$ cat config.mk
export PLATFORM = sky130hd
export DESIGN_NAME = irq_arbiter
export DESIGN_NICKNAME = d
export VERILOG_FILES = /design/src/rtl/irq_arb_pkg.sv /design/src/rtl/irq_prio_enc.sv /design/src/rtl/irq_arbiter.sv
export SDC_FILE = /design/constraint.sdc
export NUM_CORES = 1
export LEC_CHECK = 0
export CORE_MARGIN = 5
export CORE_UTILIZATION = 40
export DETAILED_ROUTE_END_ITERATION = 7
export PLACE_DENSITY = 0.75
export SETUP_SLACK_MARGIN = 0.05
export SLEW_MARGIN = 15
export SYNTH_ARGS = -nofsm -noshare
export SYNTH_HDL_FRONTEND = slang
export SYNTH_SLANG_ARGS = --single-unit
export TNS_END_PERCENT = 100
$ cat constraint.sdc
create_clock -name i_eclk -period 1.3 [get_ports i_eclk]
set_clock_uncertainty 0.1 [all_clocks]
set_input_delay 0.26 -clock i_eclk [delete_from_list [all_inputs] [get_ports i_eclk]]
set_output_delay 0.26 -clock i_eclk [all_outputs]
set_load 0.03 [all_outputs]
$ cat src/rtl/irq_arb_pkg.sv
// Shared definitions for the 6809 interrupt arbiter: register map, vector
// register bit positions and the interrupt line type.
package irq_arb_pkg;

  // Register addresses within the arbiter's I/O window
  localparam logic [1:0] ADDR_PEND  = 2'd0;
  localparam logic [1:0] ADDR_MASK  = 2'd1;
  localparam logic [1:0] ADDR_ROUTE = 2'd2;
  localparam logic [1:0] ADDR_VEC   = 2'd3;

  // Vector register layout: {valid, line, 3'b0, idx[2:0]}
  localparam int unsigned VEC_VALID   = 7;
  localparam int unsigned VEC_LINE    = 6;
  localparam int unsigned VEC_IDX_MSB = 2;
  localparam int unsigned VEC_IDX_LSB = 0;

  typedef enum logic {
    LINE_IRQ  = 1'b0,
    LINE_FIRQ = 1'b1
  } line_e;

endpackage

$ cat src/rtl/irq_prio_enc.sv
// Fixed-priority encoder: reports whether any request bit is set and the
// index of the lowest set bit (index 0 = highest priority).
// Ports:
//   req_i  N-bit request vector
//   any_o  at least one request set
//   idx_o  index of the lowest set request (0 when none)
module irq_prio_enc #(
  parameter int unsigned N = 3
) (
  input  logic [N-1:0] req_i,
  output logic         any_o,
  output logic [2:0]   idx_o
);

  always_comb begin
    any_o = |req_i;
    idx_o = 3'd0;
    // Walk from the top down so the lowest set index is written last
    for (int i = int'(N) - 1; i >= 0; i--) begin
      if (req_i[i]) idx_o = 3'(i);
    end
  end

endmodule

$ cat src/rtl/irq_arbiter.sv
// Interrupt arbiter for the 6809: synchronises active-low sources, keeps
// pending bits, applies mask and IRQ/FIRQ routing, and exposes a vector
// register whose read claims the winning source for its line until EOI.
// Optional feature macro: IRQ_EDGE_LATCH_EN
//   defined   - pending bits are sticky, set on a synchronised falling edge,
//               cleared by write-1-to-clear
//   undefined - pending bits follow the synchronised request level
// Ports:
//   i_eclk      E clock, all state on rising edge
//   i_reset_n   synchronous active-low reset
//   i_cs_n      register select, active low
//   i_rw        1 = read, 0 = write
//   i_addr      register address (PEND, MASK, ROUTE, VEC)
//   i_data      write data
//   o_data      read data, 0x00 unless a read is selected
//   i_src_n     asynchronous active-low interrupt requests
//   o_irq_n     registered IRQ_n to CPU
//   o_firq_n    registered FIRQ_n to CPU
module irq_arbiter
  import irq_arb_pkg::*;
#(
  parameter int unsigned NSRC        = 3,
  parameter int unsigned SYNC_STAGES = 2
) (
  input  logic            i_eclk,
  input  logic            i_reset_n,
  input  logic            i_cs_n,
  input  logic            i_rw,
  input  logic [1:0]      i_addr,
  input  logic [7:0]      i_data,
  output logic [7:0]      o_data,
  input  logic [NSRC-1:0] i_src_n,
  output logic            o_irq_n,
  output logic            o_firq_n
);

  logic [NSRC-1:0] sync_q [SYNC_STAGES];
  logic [NSRC-1:0] src_lvl;
  logic [NSRC-1:0] pend;
  logic [NSRC-1:0] mask_q, mask_d, route_q, route_d;
  logic            irq_busy_q, irq_busy_d, firq_busy_q, firq_busy_d;
  logic            irq_n_q, firq_n_q;
  logic [NSRC-1:0] act_irq, act_firq;
  logic            irq_any, firq_any;
  logic [2:0]      irq_idx, firq_idx;
  logic            wr_en, rd_en, vec_rd;
  logic            vec_valid;
  line_e           win_line;
  logic [2:0]      win_idx;
  logic [7:0]      vec_val, pend8, mask8, route8;
  logic            unused_data;

  assign unused_data = ^i_data;

  assign wr_en  = ~i_cs_n & ~i_rw;
  assign rd_en  = ~i_cs_n & i_rw;
  assign vec_rd = rd_en & (i_addr == ADDR_VEC);

  // Request synchroniser, idles high
  always_ff @(posedge i_eclk) begin
    if (!i_reset_n) begin
      for (int i = 0; i < int'(SYNC_STAGES); i++) sync_q[i] <= '1;
    end else begin
      sync_q[0] <= i_src_n;
      for (int i = 1; i < int'(SYNC_STAGES); i++) sync_q[i] <= sync_q[i-1];
    end
  end

  assign src_lvl = ~sync_q[SYNC_STAGES-1];

`ifdef IRQ_EDGE_LATCH_EN
  logic [NSRC-1:0] prev_q, pend_q, pend_d;

  always_comb begin
    pend_d = pend_q;
    if (wr_en && (i_addr == ADDR_PEND)) pend_d = pend_d & ~i_data[NSRC-1:0];
    // Applied after the clear so a new edge wins over a same-edge W1C
    pend_d = pend_d | (prev_q & src_lvl);
  end

  always_ff @(posedge i_eclk) begin
    if (!i_reset_n) begin
      prev_q <= '1;
      pend_q <= '0;
    end else begin
      prev_q <= sync_q[SYNC_STAGES-1];
      pend_q <= pend_d;
    end
  end

  assign pend = pend_q;
`else
  assign pend = src_lvl;
`endif

  assign act_irq  = pend & mask_q & ~route_q;
  assign act_firq = pend & mask_q & route_q;

  irq_prio_enc #(.N(NSRC)) u_enc_irq (
    .req_i (act_irq),
    .any_o (irq_any),
    .idx_o (irq_idx)
  );

  irq_prio_enc #(.N(NSRC)) u_enc_firq (
    .req_i (act_firq),
    .any_o (firq_any),
    .idx_o (firq_idx)
  );

  // A line with a full slot is not eligible, so a busy IRQ never blocks FIRQ
  always_comb begin
    vec_valid = 1'b0;
    win_line  = LINE_IRQ;
    win_idx   = 3'd0;
    if (firq_any && !firq_busy_q) begin
      vec_valid = 1'b1;
      win_line  = LINE_FIRQ;
      win_idx   = firq_idx;
    end else if (irq_any && !irq_busy_q) begin
      vec_valid = 1'b1;
      win_line  = LINE_IRQ;
      win_idx   = irq_idx;
    end
    vec_val = 8'h00;
    if (vec_valid) begin
      vec_val[VEC_VALID]                   = 1'b1;
      vec_val[VEC_LINE]                    = (win_line == LINE_FIRQ);
      vec_val[VEC_IDX_MSB:VEC_IDX_LSB]     = win_idx;
    end
  end

  always_comb begin
    mask_d      = mask_q;
    route_d     = route_q;
    irq_busy_d  = irq_busy_q;
    firq_busy_d = firq_busy_q;
    if (vec_rd && vec_valid) begin
      if (win_line == LINE_FIRQ) firq_busy_d = 1'b1;
      else                       irq_busy_d  = 1'b1;
    end
    if (wr_en) begin
      unique case (i_addr)
        ADDR_MASK:  mask_d  = i_data[NSRC-1:0];
        ADDR_ROUTE: route_d = i_data[NSRC-1:0];
        ADDR_VEC: begin
          if (i_data[VEC_LINE]) firq_busy_d = 1'b0;
          else                  irq_busy_d  = 1'b0;
        end
        default: ;
      endcase
    end
  end

  always_ff @(posedge i_eclk) begin
    if (!i_reset_n) begin
      mask_q      <= '0;
      route_q     <= '0;
      irq_busy_q  <= 1'b0;
      firq_busy_q <= 1'b0;
      irq_n_q     <= 1'b1;
      firq_n_q    <= 1'b1;
    end else begin
      mask_q      <= mask_d;
      route_q     <= route_d;
      irq_busy_q  <= irq_busy_d;
      firq_busy_q <= firq_busy_d;
      irq_n_q     <= ~(irq_any & ~irq_busy_q);
      firq_n_q    <= ~(firq_any & ~firq_busy_q);
    end
  end

  assign o_irq_n  = irq_n_q;
  assign o_firq_n = firq_n_q;

  always_comb begin
    pend8  = 8'h00;
    mask8  = 8'h00;
    route8 = 8'h00;
    pend8[NSRC-1:0]  = pend;
    mask8[NSRC-1:0]  = mask_q;
    route8[NSRC-1:0] = route_q;
    o_data = 8'h00;
    if (rd_en) begin
      unique case (i_addr)
        ADDR_PEND:  o_data = pend8;
        ADDR_MASK:  o_data = mask8;
        ADDR_ROUTE: o_data = route8;
        ADDR_VEC:   o_data = vec_val;
        default:    o_data = 8'h00;
      endcase
    end
  end

endmodule
==> After elaboration in Yosys (flattened, before gate mapping) <==
Memory sizes are Yosys's and may differ from the RTL's.
Cells that the tools add are included.
{ "word_totals": {"ram_bits": 6, "latch_bits": 0, "mem_count": 1, "inputBits": 17, "reg_bits": 10, "elab_cells": 67, "mem_bits_ro": 0, "output_inout_bits": 10} }
{ "classes": {"eq_ne": 3, "mul": 0, "addsub": 0, "bitwise_logic": 18, "n_reduce_logical": 10, "n_shift": 0, "magnitude_cmp": 0, "n_mux": 29, "div_mod_pow": 0} }
{ "mem_list": {"columns": ["memory", "depth", "word_bits", "rd", "rd_clocked_by_memory_dff", "write_ports", "line", "text"], "rows": [
  ["sync_q", 2, 3, 2, 0, 2, "irq_arbiter.sv:37", "logic [NSRC-1:0] sync_q [SYNC_STAGES];"]
]} }
{ "ops": {"columns": ["operator", "n"], "rows": [
  ["one-hot mux 8 bit (4 select lines)", 1],
  ["2-to-1 mux 1 bit", 15],
  ["2-to-1 mux 3 bit", 5],
  ["2-to-1 mux 2 bit", 7],
  ["AND 3 bit", 3],
  ["2-to-1 mux 8 bit", 1],
  ["inverter 1 bit", 6],
  ["inverter 3 bit", 2],
  ["OR reduction 3 bit", 2],
  ["AND 1 bit", 5],
  ["equality test 2 bit, second input constant", 2],
  ["AND reduction 2 bit", 2],
  ["logical AND 1 bit", 3],
  ["equality test 2 x 1 -> 1 bit, second input constant", 1],
  ["logical NOT 1 bit", 2],
  ["logical NOT 2 bit", 1],
  ["bitwise OR 1 bit", 2]
]} }

==> Logic depth before layout (Yosys ltp) <==
Gate-level depths: netlist (run 1).
An unclocked memory read counts as a cell.
{ "logic_depth": {"depth_word": 13, "depth_mapped": 6, "mapped_depth_nobuf": 4} }

==> Modules after synthesis <==
A second synthesis (run 1) with hierarchy kept.
{ "unflattened": {"cells_unflattened": 107, "area_unflattened_um2": 907.1} }
{ "modules_own_cells": {"columns": ["module", "area_each_um2", "n_inst", "seq_area_each_um2", "cells_per_inst"], "rows": [
  ["irq_arbiter", 844.6, 1, 320.3, 97],
  ["irq_prio_enc", 31.3, 2, 0.0, 5]
]} }

==> Worst setup path after synthesis (run 1) <==
Ideal clock, no wire load.
{ "synth_path": {"path_type": "input -> output", "from": "input i_cs_n", "to": "output o_data[1]", "n_path_buf": 0, "t_required_ps": 940, "arrival_ps": 1736, "setup_slack_ps": -796, "stages": 3, "path_cell_list": "and2b_2 -> nand3_2 -> o41ai_1"} }
{ "synth_via": {"elab_chain_len": 3} }
{ "synth_lines": {"columns": ["element", "line", "text"], "rows": [
  ["start, declared", "irq_arbiter.sv:27", "input logic i_cs_n,"],
  ["inverter 1 bit", "irq_arbiter.sv:56", "assign rd_en = ~i_cs_n & i_rw;"],
  ["AND 1 bit", "irq_arbiter.sv:56", null],
  ["2-to-1 mux 8 bit", "irq_arbiter.sv:184", "if (rd_en) begin"],
  ["end, declared", "irq_arbiter.sv:31", "output logic [7:0] o_data,"]
]} }
Every way passes these cells.

==> flow_summary.ini, run 1 <==
[outcome]
status = complete, but fails checks
violations = setup timing

[pwr]
ir_worst_vdd_mv = 0.789
power_leakage_nw = 0.591
p_per_area_nw_per_um2 = 658
power_w = 0.00101

[timing]
hold-worst-slack_ps = 312
min_period_ps = 1950
tns_ps = -3280
max_freq_ghz = 0.512
final_hold_viol_count = 0
finalCritPeriodShare_pct = 150
rsz0062_at_grt = true
slew_viol_final = 0
layout_setup_ws_ps = -652
setup_viol = 9

[global_routing]
track_usage_pct = 15.4
grt_pass1_wl_um = 3910
antenna_found_initial = 0
grt_max_degree = 13
grt_pass1_vias = 905
grt-ovfl-total = 0

[final_layout]
area_growth_pct = 81.5
layout_common_cells = buf_4 (27), buf_6 (14), dfxtp_1 (10), nand2b_1 (8), clkdlybuf4s50_1 (8)
layout.area.seq_um2 = 328
nFillCells = 126
layout_commonest_cell = buf_4
multi_input_area_um2 = 644
nets = 165
layoutNonFillerInstCount = 174
num_antenna_cells = 0
stdcell_area_um2 = 1540
drive_above_1_share_pct = 54.4

[synth]
syn_inst = 94
synth-seq-cells = 16
synth_top_family_by_area = simple AND/OR/NAND/NOR gates
synth-compound-area-share_pct = 13.0
seq_area_frac_synth_pct = 37.8
synthAdderAreaFrac_pct = 0
yosys.area_share.xor_xnor_pct = 0
async_flop_share_pct = 0
syn_area_per_cell_um2 = 9.01
synth-simple-area-share_pct = 35.0
synthMuxAreaShare_pct = 7.09
synth_enable_flop_cells = 0
syn-cell-area_um2 = 847
yosys_warnings = 0
synthFlopType = dfxtp_1
ys_types = 32

[drt]
drc = 0
drtIter0Drc = 30
num_vias = 874
first_pass_iters = 4
drtAntennaViolNets = 0
wire_per_inst_um = 15.2
wirelength_um = 2650
vias_per_cell = 5.02

[critical_path]
crit_type = register to primary output
critPathMaxFanout = 3
critPathLaunchType = register
worst_ep_arrival_time_ps = 1590
path_cells = nand3b_1 > and2_4 > a21o_4 > o32ai_4 > buf_6
cp-end-kind = primary output
critPathSlowestCell = dfxtp_2
required_ps = 940
max_stage_delay_ps = 340

[floorplan]
pin_count = 27
core_um2 = 1980
die_h_um = 56.0
die-area_um2 = 3140
die_w_um = 56.0
num_rows = 16
start_util_pct = 42.7

[clock_network]
cts-hold-fix-buffers = 0
cts_root_buffer = clkbuf_4
clk_latency_ps = 270
cts_tree = yes
cts.sinks = 16
clk_pin_slew_ps = 80
cts_buffers = 3
htree_num_levels = 1
clockBufferDepth = 2

[placement]
hpwl_um = 1750
place_area_um2 = 1280
place_inst = 161
gp_congestion = 0.860
port_buffers = 19

[hold_path]
hold_path.class = register to register

[flow_run]
cap_viol_max_count = 0
==> layout make-up <==
type / count / share of cell area [%]
Inverter: 3 / 0.732
Sequential cell: 16 / 21.3
Multi-Input combinational cell: 71 / 41.9
Timing Repair Buffer: 53 / 31.5
Clock buffer: 4 / 2.36
Tap cell: 27 / 2.20
==> where the power goes <==
part | internal, W | switching (W)
Sequential | 0.000504 | 0.00000914
Clock | 0.000170 | 0.000140
Combinational | 0.000107 | 0.0000821
Total | 0.000781 | 0.000231
==> registers in the layout, summed over array words and instances, names as in the netlist <==
register     flops
sync_q           6
mask_q           3
route_q          3
firq_busy_q      1
irq_busy_q       1
o_firq_n         1
o_irq_n          1
==> critical path, delay by kind of cell, from the launching register on <==
kind / cells / cell delay (ps)
flops: 1 / 340
compound gates: 2 / 340
simple gates: 2 / 470
buf+inv: 1 / 160
==> Yosys cell counts, drive strengths merged, types with 2 or more instances <==
cell type | n | area (um^2)
nor3 | 2 | 10.0
nor2b | 7 | 51.3
nor3b | 3 | 22.5
nand3 | 2 | 15.0
dfxtp | 16 | 320
nor2 | 7 | 26.3
mux2i | 6 | 60.1
inv | 3 | 11.3
buf | 5 | 41.3
and2 | 4 | 28.8
o32ai | 2 | 17.5
nand2b | 8 | 50.1
nand2 | 5 | 18.8
nand3b | 3 | 22.5
a21oi | 6 | 30.0
o21ai | 4 | 20.0
==> per-layer routing <==
layer  part of all wire (%)  vias up  routed length [um]  GRT usage [%]
li1                       -      427                   -              -
met1                     40      422                1070           17.2
met2                     54       19                1440           29.2
met3                    2.5        6                  67           2.09
met4                    2.6        0                  68           5.08
met5                      0        -                   0              0
==> worst paths after layout <==
path / startpoint / endpoint / slack, ps / cells past startpoint
max: sync_q[0][4] / o_data[7] / -650 / 5
min: sync_q[0][1] / sync_q[0][4] / 310 / 1
max reg2reg: sync_q[0][3] / irq_busy_q / -280 / 6
min reg2reg: sync_q[0][1] / sync_q[0][4] / 310 / 1
==> metrics by stage <==
| stage | worst slack, ps | util [%] |
|---|---|---|
| global placement | -749 | 64.4 |
| global route | -740 | 77.6 |
| finish | -652 | 77.6 |
| floorplan | -324 | - |
| CTS | -592 | 72.3 |
| detailed placement | -786 | 64.4 |
==> cells by family after synthesis <==
logic type / count (synthesis)
buffers and inverters: 9
and+or+nand+nor: 45
AOI/OAI and AO/OA: 17
muxes: 6
other: 1
DFF: 16
==> what timing repair did <==
item                       CTS  global route
hold endpoints to repair     0             0
pin swaps                   12             9
setup endpoints to repair   14            12
buffers inserted             7             3
resized for setup           31            23
(Power assumes the default switching activity.)
==> inputs of run 2 (changes only) <==
--- a/config.mk
+++ b/config.mk
@@ -8,10 +8,11 @@
 export CORE_MARGIN = 5
 export CORE_UTILIZATION = 40
 export DETAILED_ROUTE_END_ITERATION = 7
-export PLACE_DENSITY = 0.75
+export PLACE_DENSITY = 0.74
 export SETUP_SLACK_MARGIN = 0.05
 export SLEW_MARGIN = 15
 export SYNTH_ARGS = -nofsm -noshare
 export SYNTH_HDL_FRONTEND = slang
+export SYNTH_HIERARCHICAL = 1
 export SYNTH_SLANG_ARGS = --single-unit
 export TNS_END_PERCENT = 100
==> flow_summary.ini, run 2 <==
[clock_network]
htree_num_levels = 1
clk_pin_slew_ps = 90
cts_tree = yes
cts_root_buffer = clkbuf_4
clockBufferDepth = 2
cts_buffers = 3
clk_latency_ps = 300
cts-hold-fix-buffers = 0
cts.sinks = 16

[outcome]
status = complete, but fails checks
violations = setup timing

[synth]
seq_area_frac_synth_pct = 35.3
synth-compound-area-share_pct = 12.7
synthMuxAreaShare_pct = 3.31
ys_types = 24
synth_top_family_by_area = simple AND/OR/NAND/NOR gates
netlist_top_cells_count = dfxtp_1 (16), nand2_1 (12), a21oi_1 (10), nor2b_1 (10), nor2_1 (9)
yosys_warnings = 6
synthFlopType = dfxtp_1
synth_top_area_cell = dfxtp_1
syn-cell-area_um2 = 907
async_flop_share_pct = 0
synthTopCellsByArea = dfxtp_1 (35%), nor2b_1 (6.9%), nor3b_1 (6.6%)
synth-seq-cells = 16
synth.top_cell.area_share_pct = 35.3
yosys.area_share.xor_xnor_pct = 0
synth.most_common_cell = dfxtp_1
syn_area_per_cell_um2 = 8.48
syn_inst = 107
synthAdderAreaFrac_pct = 0
synth-simple-area-share_pct = 39.4
synth_enable_flop_cells = 0

[critical_path]
startpoint = mask_q[2]
crit_type = register to primary output
path_cells = nor3b_2 > or3_4 > nor2b_4 > o21bai_4 > a21oi_2 > o311a_4 > buf_6
cp_num_buf_inv = 1
required_ps = 940
critPathMaxFanout = 4
critPathTopFamily = simple AND/OR/NAND/NOR gates
timing.reg2reg.setup_slack_ps = -500
reg2regPathDepth = 11
crit_cells = 7
critPathSlowestCell = or3_4
r2r_start = route_q[2]
timing.rr.end = irq_busy_q
endpoint = o_data[1]
critPathLaunchType = register
worst_ep_arrival_time_ps = 2010
max_stage_delay_ps = 380
cp-end-kind = primary output

[pwr]
p_per_area_nw_per_um2 = 666
power_w = 0.00104
power_leakage_nw = 0.649
ir_worst_vdd_mv = 0.621

[placement]
gp_congestion = 0.864
hpwl_um = 1780
port_buffers = 19
pre_cts_ws_ps = -996

[floorplan]
die_h_um = 57.6
start_util_pct = 41.4
core_um2 = 2190
num_rows = 17
die-area_um2 = 3320
die_w_um = 57.6
pin_count = 27

[timing]
finalCritPeriodShare_pct = 182
slew_viol_final = 0
max_freq_ghz = 0.422
min_period_ps = 2370
hold-worst-slack_ps = 276
rsz0062_at_grt = true
final_hold_viol_count = 0
layout_setup_ws_ps = -1070
setup_viol = 9

[final_layout]
num_antenna_cells = 0
drive_above_1_share_pct = 56.1
layout_common_cells = buf_4 (24), buf_6 (17), nand2_1 (11)
top_register = sync_q
area_growth_pct = 72.3
largest_register_ffs = 6
multi_input_area_um2 = 679
fin_util_pct = 71.3
reg_top3 = sync_q (6), mask_q (3), route_q (3)
nFillCells = 181
layout_commonest_cell = buf_4
nets = 175
layout.area.seq_um2 = 330

[flow_run]
cap_viol_max_count = 0

[global_routing]
grt_pass1_wl_um = 4190
grt_max_degree = 10
grt_pass1_vias = 920
grt-ovfl-total = 0
track_usage_pct = 17.0
antenna_found_initial = 0

[hold_path]
holdCritStartpoint = i_rw
hold_path.class = input pin to register

[drt]
drc = 0
drtAntennaViolNets = 0
wire_per_inst_um = 13.3
vias_per_cell = 4.85
num_vias = 897
drtIter0Drc = 33
first_pass_iters = 4
wirelength_um = 2470
==> run 2: cell type report <==
type                            count  area share, %
Clock buffer                        4           2.32
Multi-Input combinational cell     81           43.5
Timing Repair Buffer               52           29.9
Inverter                            4          0.961
Sequential cell                    16           21.1
Tap cell                           28           2.24
==> run 2: worst min-delay path by stage <==
stage	end	slack (ps)	cells after the start
finish	firq_busy_q	280	4
global route	firq_busy_q	300	4
CTS	sync_q[0][3]	320	1
detailed placement	sync_q[0][3]	300	1
global placement	sync_q[0][4]	290	1
floorplan	sync_q[0][0]	230	1
==> run 2: cell families after synthesis <==
| logic type | after synthesis |
|---|---|
| and+or+nand+nor | 56 |
| AOI/OAI and AO/OA | 17 |
| DFF | 16 |
| buffers and inverters | 12 |
| muxes | 3 |
| other | 3 |
==> run 2: layer usage <==
| layer | share of wire (%) | global-route usage (%) | up-vias |
|---|---|---|---|
| li1 | - | - | 450 |
| met1 | 41 | 18.9 | 418 |
| met2 | 52 | 29.8 | 23 |
| met3 | 5.0 | 3.34 | 6 |
| met4 | 2.1 | 9.60 | 0 |
| met5 | 0 | 0 | - |
==> run 2: metrics by stage <==
stage | setup TNS, ps | cells | instance area [um^2]
after floorplan | -1640 | 109 | 1000
after global placement | -8210 | 173 | 1340
after detailed placement | -8420 | 173 | 1340
after CTS | -4760 | 182 | 1530
after global routing | -5520 | 185 | 1560
final | -4970 | 185 | 1560
==> run 2: worst register-to-register path, cell delays in order (launching register included) <==
cell      delay (ps)
dfxtp_2          350
inv_2             50
nor3b_2          230
or3_4            170
buf_6            100
nand2b_4          50
buf_4            130
buf_6            110
buf_4            120
buf_6            110
a31oi_1          130
nor2_1            50
==> run 2: what timing repair did <==
| action | CTS | global route |
|---|---|---|
| pin swaps | 6 | 7 |
| gates resized for setup | 50 | 12 |
| gates cloned | 0 | 0 |
| endpoints found under the setup margin | 15 | 15 |
| buffers inserted | 6 | 4 |
==> run 2: power by group <==
| part | internal (W) | leakage, nW | total, W | switching [W] |
|---|---|---|---|---|
| clock | 0.000171 | 0.0210 | 0.000335 | 0.000163 |
| combinational | 0.000105 | 0.495 | 0.000192 | 0.0000863 |
| sequential | 0.000504 | 0.133 | 0.000514 | 0.0000104 |
